--- config.mk ---
export PLATFORM = sky130hd
export DESIGN_NAME = seq_divider8_flat
export DESIGN_NICKNAME = d
export VERILOG_FILES = /design/src/rtl/seq_divider8_if.sv /design/src/rtl/seq_divider8.sv /design/src/flat_wrapper.sv
export SDC_FILE = /design/constraint.sdc
export NUM_CORES = 1
export LEC_CHECK = 0
export CAP_MARGIN = 25
export CORE_MARGIN = 10
export CORE_UTILIZATION = 55
export DETAILED_ROUTE_END_ITERATION = 7
export HOLD_SLACK_MARGIN = 0.06
export PLACE_DENSITY = 0.84
export REMOVE_ABC_BUFFERS = 1
export SLEW_MARGIN = 20
export SYNTH_ARGS = -nofsm -noshare
export SYNTH_HDL_FRONTEND = slang
export SYNTH_SLANG_ARGS = --single-unit
export TNS_END_PERCENT = 10
--- constraint.sdc ---
create_clock -name clk -period 5.4 [get_ports clk]
set_clock_uncertainty 0.2 [all_clocks]
set_input_delay 0.81 -clock clk [delete_from_list [all_inputs] [get_ports clk]]
set_output_delay 0.81 -clock clk [all_outputs]
set_load 0.03 [all_outputs]
--- src/rtl/seq_divider8_if.sv ---
// Handshake and operand/result bundle for the sequential divider.
interface seq_divider8_if #(
    parameter int WIDTH = 8
);
    logic             start;
    logic [WIDTH-1:0] a;
    logic [WIDTH-1:0] b;
    logic             busy;
    logic             done;
    logic [WIDTH-1:0] q;
    logic [WIDTH-1:0] r;
    logic             div_zero;

    modport master (
        output start, a, b,
        input  busy, done, q, r, div_zero
    );

    modport slave (
        input  start, a, b,
        output busy, done, q, r, div_zero
    );
endinterface

--- src/rtl/seq_divider8.sv ---
// Multi-cycle unsigned restoring divider: one shift plus trial subtraction
// per clock, WIDTH iterations per result, start/busy/done handshake.
module seq_divider8 #(
    parameter int WIDTH = 8
) (
    input  logic          clk,
    input  logic          rst_n,
    seq_divider8_if.slave bus
);
    localparam int CNT_W = $clog2(WIDTH + 1);
    localparam logic [CNT_W-1:0] LAST_ITER = CNT_W'(WIDTH - 1);

    typedef enum logic [1:0] {
        IDLE = 2'd0,
        RUN  = 2'd1,
        DONE = 2'd2
    } state_t;

    state_t           r_state;
    state_t           w_state_nxt;
    logic [WIDTH-1:0] r_dq;
    logic [WIDTH-1:0] r_dv;
    // The partial remainder's extra top bit is always 0 once restored
    // (a non-borrowing trial leaves t < divisor), so only WIDTH bits are kept.
    logic [WIDTH-1:0] r_pr;
    logic [CNT_W-1:0] r_cnt;
    logic [WIDTH-1:0] r_q;
    logic [WIDTH-1:0] r_r;
    logic             r_dz;

    logic [WIDTH:0]   w_s;
    logic [WIDTH:0]   w_t;
    logic [WIDTH-1:0] w_dq_nxt;
    logic [WIDTH-1:0] w_pr_nxt;
    logic             w_last;

    // Iteration datapath: shift in the next dividend bit, trial-subtract, restore on borrow.
    always_comb begin
        w_s      = {r_pr, r_dq[WIDTH-1]};
        w_t      = w_s - {1'b0, r_dv};
        w_dq_nxt = {r_dq[WIDTH-2:0], ~w_t[WIDTH]};
        w_pr_nxt = w_t[WIDTH] ? w_s[WIDTH-1:0] : w_t[WIDTH-1:0];
        w_last   = (r_state == RUN) && (r_cnt == LAST_ITER);
    end

    // Next-state decode; a zero divisor skips RUN and finishes immediately.
    always_comb begin
        w_state_nxt = r_state;
        case (r_state)
            IDLE, DONE: begin
                if (bus.start) begin
                    w_state_nxt = (bus.b == '0) ? DONE : RUN;
                end else begin
                    w_state_nxt = IDLE;
                end
            end
            RUN: begin
                if (w_last) begin
                    w_state_nxt = DONE;
                end
            end
            default: w_state_nxt = IDLE;
        endcase
    end

    // State register.
    always_ff @(posedge clk) begin
        if (!rst_n) begin
            r_state <= IDLE;
        end else begin
            r_state <= w_state_nxt;
        end
    end

    // Operand capture, iteration registers and held results.
    always_ff @(posedge clk) begin
        if (!rst_n) begin
            r_dq  <= '0;
            r_dv  <= '0;
            r_pr  <= '0;
            r_cnt <= '0;
            r_q   <= '0;
            r_r   <= '0;
            r_dz  <= 1'b0;
        end else begin
            case (r_state)
                IDLE, DONE: begin
                    if (bus.start) begin
                        r_dq  <= bus.a;
                        r_dv  <= bus.b;
                        r_pr  <= '0;
                        r_cnt <= '0;
                        if (bus.b == '0) begin
                            r_q  <= '1;
                            r_r  <= bus.a;
                            r_dz <= 1'b1;
                        end
                    end
                end
                RUN: begin
                    r_dq  <= w_dq_nxt;
                    r_pr  <= w_pr_nxt;
                    r_cnt <= r_cnt + 1'b1;
                    if (w_last) begin
                        r_q  <= w_dq_nxt;
                        r_r  <= w_pr_nxt;
                        r_dz <= 1'b0;
                    end
                end
                default: begin
                end
            endcase
        end
    end

    assign bus.busy     = (r_state == RUN);
    assign bus.done     = (r_state == DONE);
    assign bus.q        = r_q;
    assign bus.r        = r_r;
    assign bus.div_zero = r_dz;
endmodule
--- src/flat_wrapper.sv ---
// flat-port wrapper written by rule: the top's interface ports become plain ports
module seq_divider8_flat 
#(
    parameter int WIDTH = 8
)
  (clk, rst_n, bus_start, bus_a, bus_b, bus_busy, bus_done, bus_q, bus_r, bus_div_zero);
  seq_divider8_if #(.WIDTH(WIDTH)) bus_i ();
  input  logic clk;
  input  logic rst_n;
  input wire logic [$bits(bus_i.start)-1:0] bus_start;
  input wire logic [$bits(bus_i.a)-1:0] bus_a;
  input wire logic [$bits(bus_i.b)-1:0] bus_b;
  output wire logic [$bits(bus_i.busy)-1:0] bus_busy;
  output wire logic [$bits(bus_i.done)-1:0] bus_done;
  output wire logic [$bits(bus_i.q)-1:0] bus_q;
  output wire logic [$bits(bus_i.r)-1:0] bus_r;
  output wire logic [$bits(bus_i.div_zero)-1:0] bus_div_zero;
  assign bus_i.start = bus_start;
  assign bus_i.a = bus_a;
  assign bus_i.b = bus_b;
  assign bus_busy = bus_i.busy;
  assign bus_done = bus_i.done;
  assign bus_q = bus_i.q;
  assign bus_r = bus_i.r;
  assign bus_div_zero = bus_i.div_zero;
  seq_divider8 #(.WIDTH(WIDTH)) u_core (.clk(clk), .rst_n(rst_n), .bus(bus_i));
endmodule
==> flow_summary.ini <==
[route]
route.antenna.remaining_nets = 0
drc = 0
top_signal_layer_used = met4
routed_wl_mm = 6.49
dr.first_iter.drc_count = 238
first_pass_iters = 5
route.detailed.wl_per_inst_um = 15.9
routed-wl-met3_um = 306
met2RoutedLength_mm = 3.19
vias_per_cell = 5.85
dr_total_vias = 2393
wl_met1_mm = 2.90

[clock_tree]
ctsHtreeMaxLevel = 2
clock_tree.root_cell = clkbuf_8
cts.path.max_buffers = 2
cts.clk_slew.worst_paths_ps = 90
post_cts_resized = 0
hold_buffers = 0
clock_buffer_count_from_cts = 5
cts_tree = built
cts.sinks = 47
clock_latency_on_the_worst_skew_pair_ps = 310
cts.repair_timing.setup_buffer_count = 0

[finish]
syn2layout_area_growth_pct = 17.6
layout-drive-gt1-share = 0.0592
antenna_cells_inserted = 0
fin_util = 0.660
num-nets-final = 383

[sta]
finalHoldViolCount = 0
total_neg_setup_slack_ps = 0
worstMarginPinSlew_ps = 983
min_period_over_period = 0.703
fmax_mhz = 264
timing.max_slew.rel_slack = 0.344
period_minus_slack_ps = 3790
final-max-slew-violation-count = 0
setup_viol = 0
rsz_0062_raised_after_global_routing = no

[critical_path]
cp-end-kind = output pin
critical_path_arrival_ps = 2780
critPathLaunch = u_core.r_state[0]
cp.required_ps = 4390
critical_path.startpoint_type = register
maximum_net_fanout_on_the_critical_path = 30
worst_r2r_startpoint = u_core.r_state[0]
critical_path.max_stage_delay_ps = 720
cp_slowest_cell = clkdlybuf4s50_1
critical_path_class = register to output pin
reg2reg_slack_ps = 1800
crit_path_cell_trace = nand2b_1 -> inv_1 -> buf_4 -> clkdlybuf4s50_1
timing.reg2reg.worst_path_depth = 8
r2r_end = u_core.bus.r[5]
endpoint = bus_busy

[yosys]
ys_top_cells_by_area = dfxtp_1, nand2_1, o21ai_0, ha_1, nor2_1
syn-cell-area_um2 = 2610
synth_compound_gate_area_share = 0.224
ys.flop_type = dfxtp_1
yosys.area_share.xor_xnor = 0.0168
synth.yosys.seq_area_share = 0.360
post_synth_top_area_cell = dfxtp_1
synth_mux_area_frac = 0.0412
avgSynthCellArea_um2 = 7.94
synthSimpleGateAreaFrac = 0.252
synth_seq_cells = 47
adder_and_majority_cell_fraction_of_the_synthesized_area = 0.0507
synth_cell_type_count = 54
yosys.cell_count.top_type = nand2_1
synth_top_area_frac = 0.360
edff_count_synth = 0
yosysWarnings = 0
asyncSetResetFlopFracSynth = 0
synth.top_cells.by_count = nand2_1, dfxtp_1, o21ai_0
synthesis.instances = 329
synth_top_family_by_area = simple AND/OR/NAND/NOR gates

[min_path]
timing.hold.worst.class = register to register
hold-path-cell-count = 2

[power_and_ir_drop]
sequentialPowerShare = 0.409
power.density_cell_area_nw_per_um2 = 320
switchingPower_uw = 360
cell_internal_pwr_uw = 625
p_clk_frac = 0.234
fraction_of_power_consumed_by_combinational_cells = 0.358
vdd_drop_max_mv = 0.183
total_leakage_power_nw = 1.17
power.share.switching = 0.365

[global_routing]
first_global_vias = 2307
grt_overflow_total = 0
grt_util_all_layers = 0.173
grt_start_max_net_pins = 31
grt_pass1_wl_mm = 11.1
grt_antenna_before_repair = 0

[die]
core.rowCount = 25
floorplan.core_area_um2 = 4660
initial_utilization = 0.561
die_w_um = 88.9
ioPinCount = 38
die_y_um = 88.9
die_area_um2 = 7910

[place]
place.gp.congestion = 0.776
dp_hpwl_mm = 4.51
numPortBuffers = 37

[outcome]
run_status = complete, no violations

[flow_run]
drv.max_cap_violation_count = 0
layer usage:
| layer | up-vias | track usage |
|---|---|---|
| met1 | 1118 | 0.217 |
| met3 | 12 | 0.0337 |
| met4 | 0 | 0.0564 |
| met2 | 56 | 0.292 |
| met5 | - | 0 |
| li1 | 1207 | - |
power by group through the flow:
stage                     Combinational, mW  Clock (mW)  Sequential [mW]
after floorplan                       0.230           0            0.421
after global placement                0.336           0            0.408
after detailed placement              0.344           0            0.409
after CTS                             0.349       0.231            0.401
after global routing                  0.384       0.250            0.407
final                                 0.352       0.230            0.402
through the flow:
stage	cells	total power, mW	hold slack, ps	setup slack [ps]	cell area (um^2)
floorplan	307	0.651	243	2250	2510
global placement	401	0.744	257	1960	2980
detailed placement	401	0.753	261	1890	2980
CTS	409	0.981	273	1630	3070
global route	409	1.04	299	1430	3070
finish	409	0.984	270	1610	3070
worst min path at each step:
| stage | from | endpoint | slack [ps] |
|---|---|---|---|
| 6_report | u_core.r_dv[6] | u_core.r_dv[6] | 270 |
| 5_1_grt | u_core.r_dv[6] | u_core.r_dv[6] | 300 |
| 4_1_cts | u_core.r_dv[6] | u_core.r_dv[6] | 270 |
| 3_5_place_dp | u_core.r_dv[6] | u_core.r_dv[6] | 260 |
| 3_3_place_gp | u_core.r_dv[5] | u_core.r_dv[5] | 260 |
| 2_1_floorplan | u_core.r_dv[1] | u_core.r_dv[1] | 240 |
placed cells by master (no fill, tap or decap), drive strengths merged, types with 7 or more instances in the layout:
| cell | count |
|---|---|
| nand2 | 63 |
| dfxtp | 47 |
| clkdlybuf4s50 | 37 |
| o21ai | 30 |
| nor2 | 22 |
| inv | 12 |
| a21oi | 12 |
| a21boi | 9 |
| a31oi | 9 |
| ha | 9 |
| nor3 | 9 |
| nor3b | 7 |
| mux2i | 7 |
critical path, delay by kind of cell, from the launching register on:
kind	cells	cell delay (ps)
buf+inv	3	1210
flops	1	620
simple gates	1	630
logic make-up (layout without fill, tap and decap cells):
kind of cell	after synthesis	count (layout)
simple gates	135	135
mux	10	10
fa+ha+maj	10	10
compound gates	88	88
buf+inv	34	60
xor+xnor	5	5
flops	47	47
layout make-up:
cell class	count	area [um^2]
multi-input cells	248	1530
well taps	54	67.6
clock buffers	6	82.6
flip-flops and latches	47	941
repair buffers	40	393
clock inverters	2	16.3
inverters	12	45.0
fillers	424	1590
sequential cells by signal, summed over array words and instances (netlist names):
register             count
u_core.r_cnt             4
u_core.r_state           2
u_core.r_dv              8
u_core.bus.div_zero      1
u_core.r_pr              8
u_core.bus.q             8
u_core.bus.r             8
u_core.r_dq              8
Power figures use the tool's default switching activity.
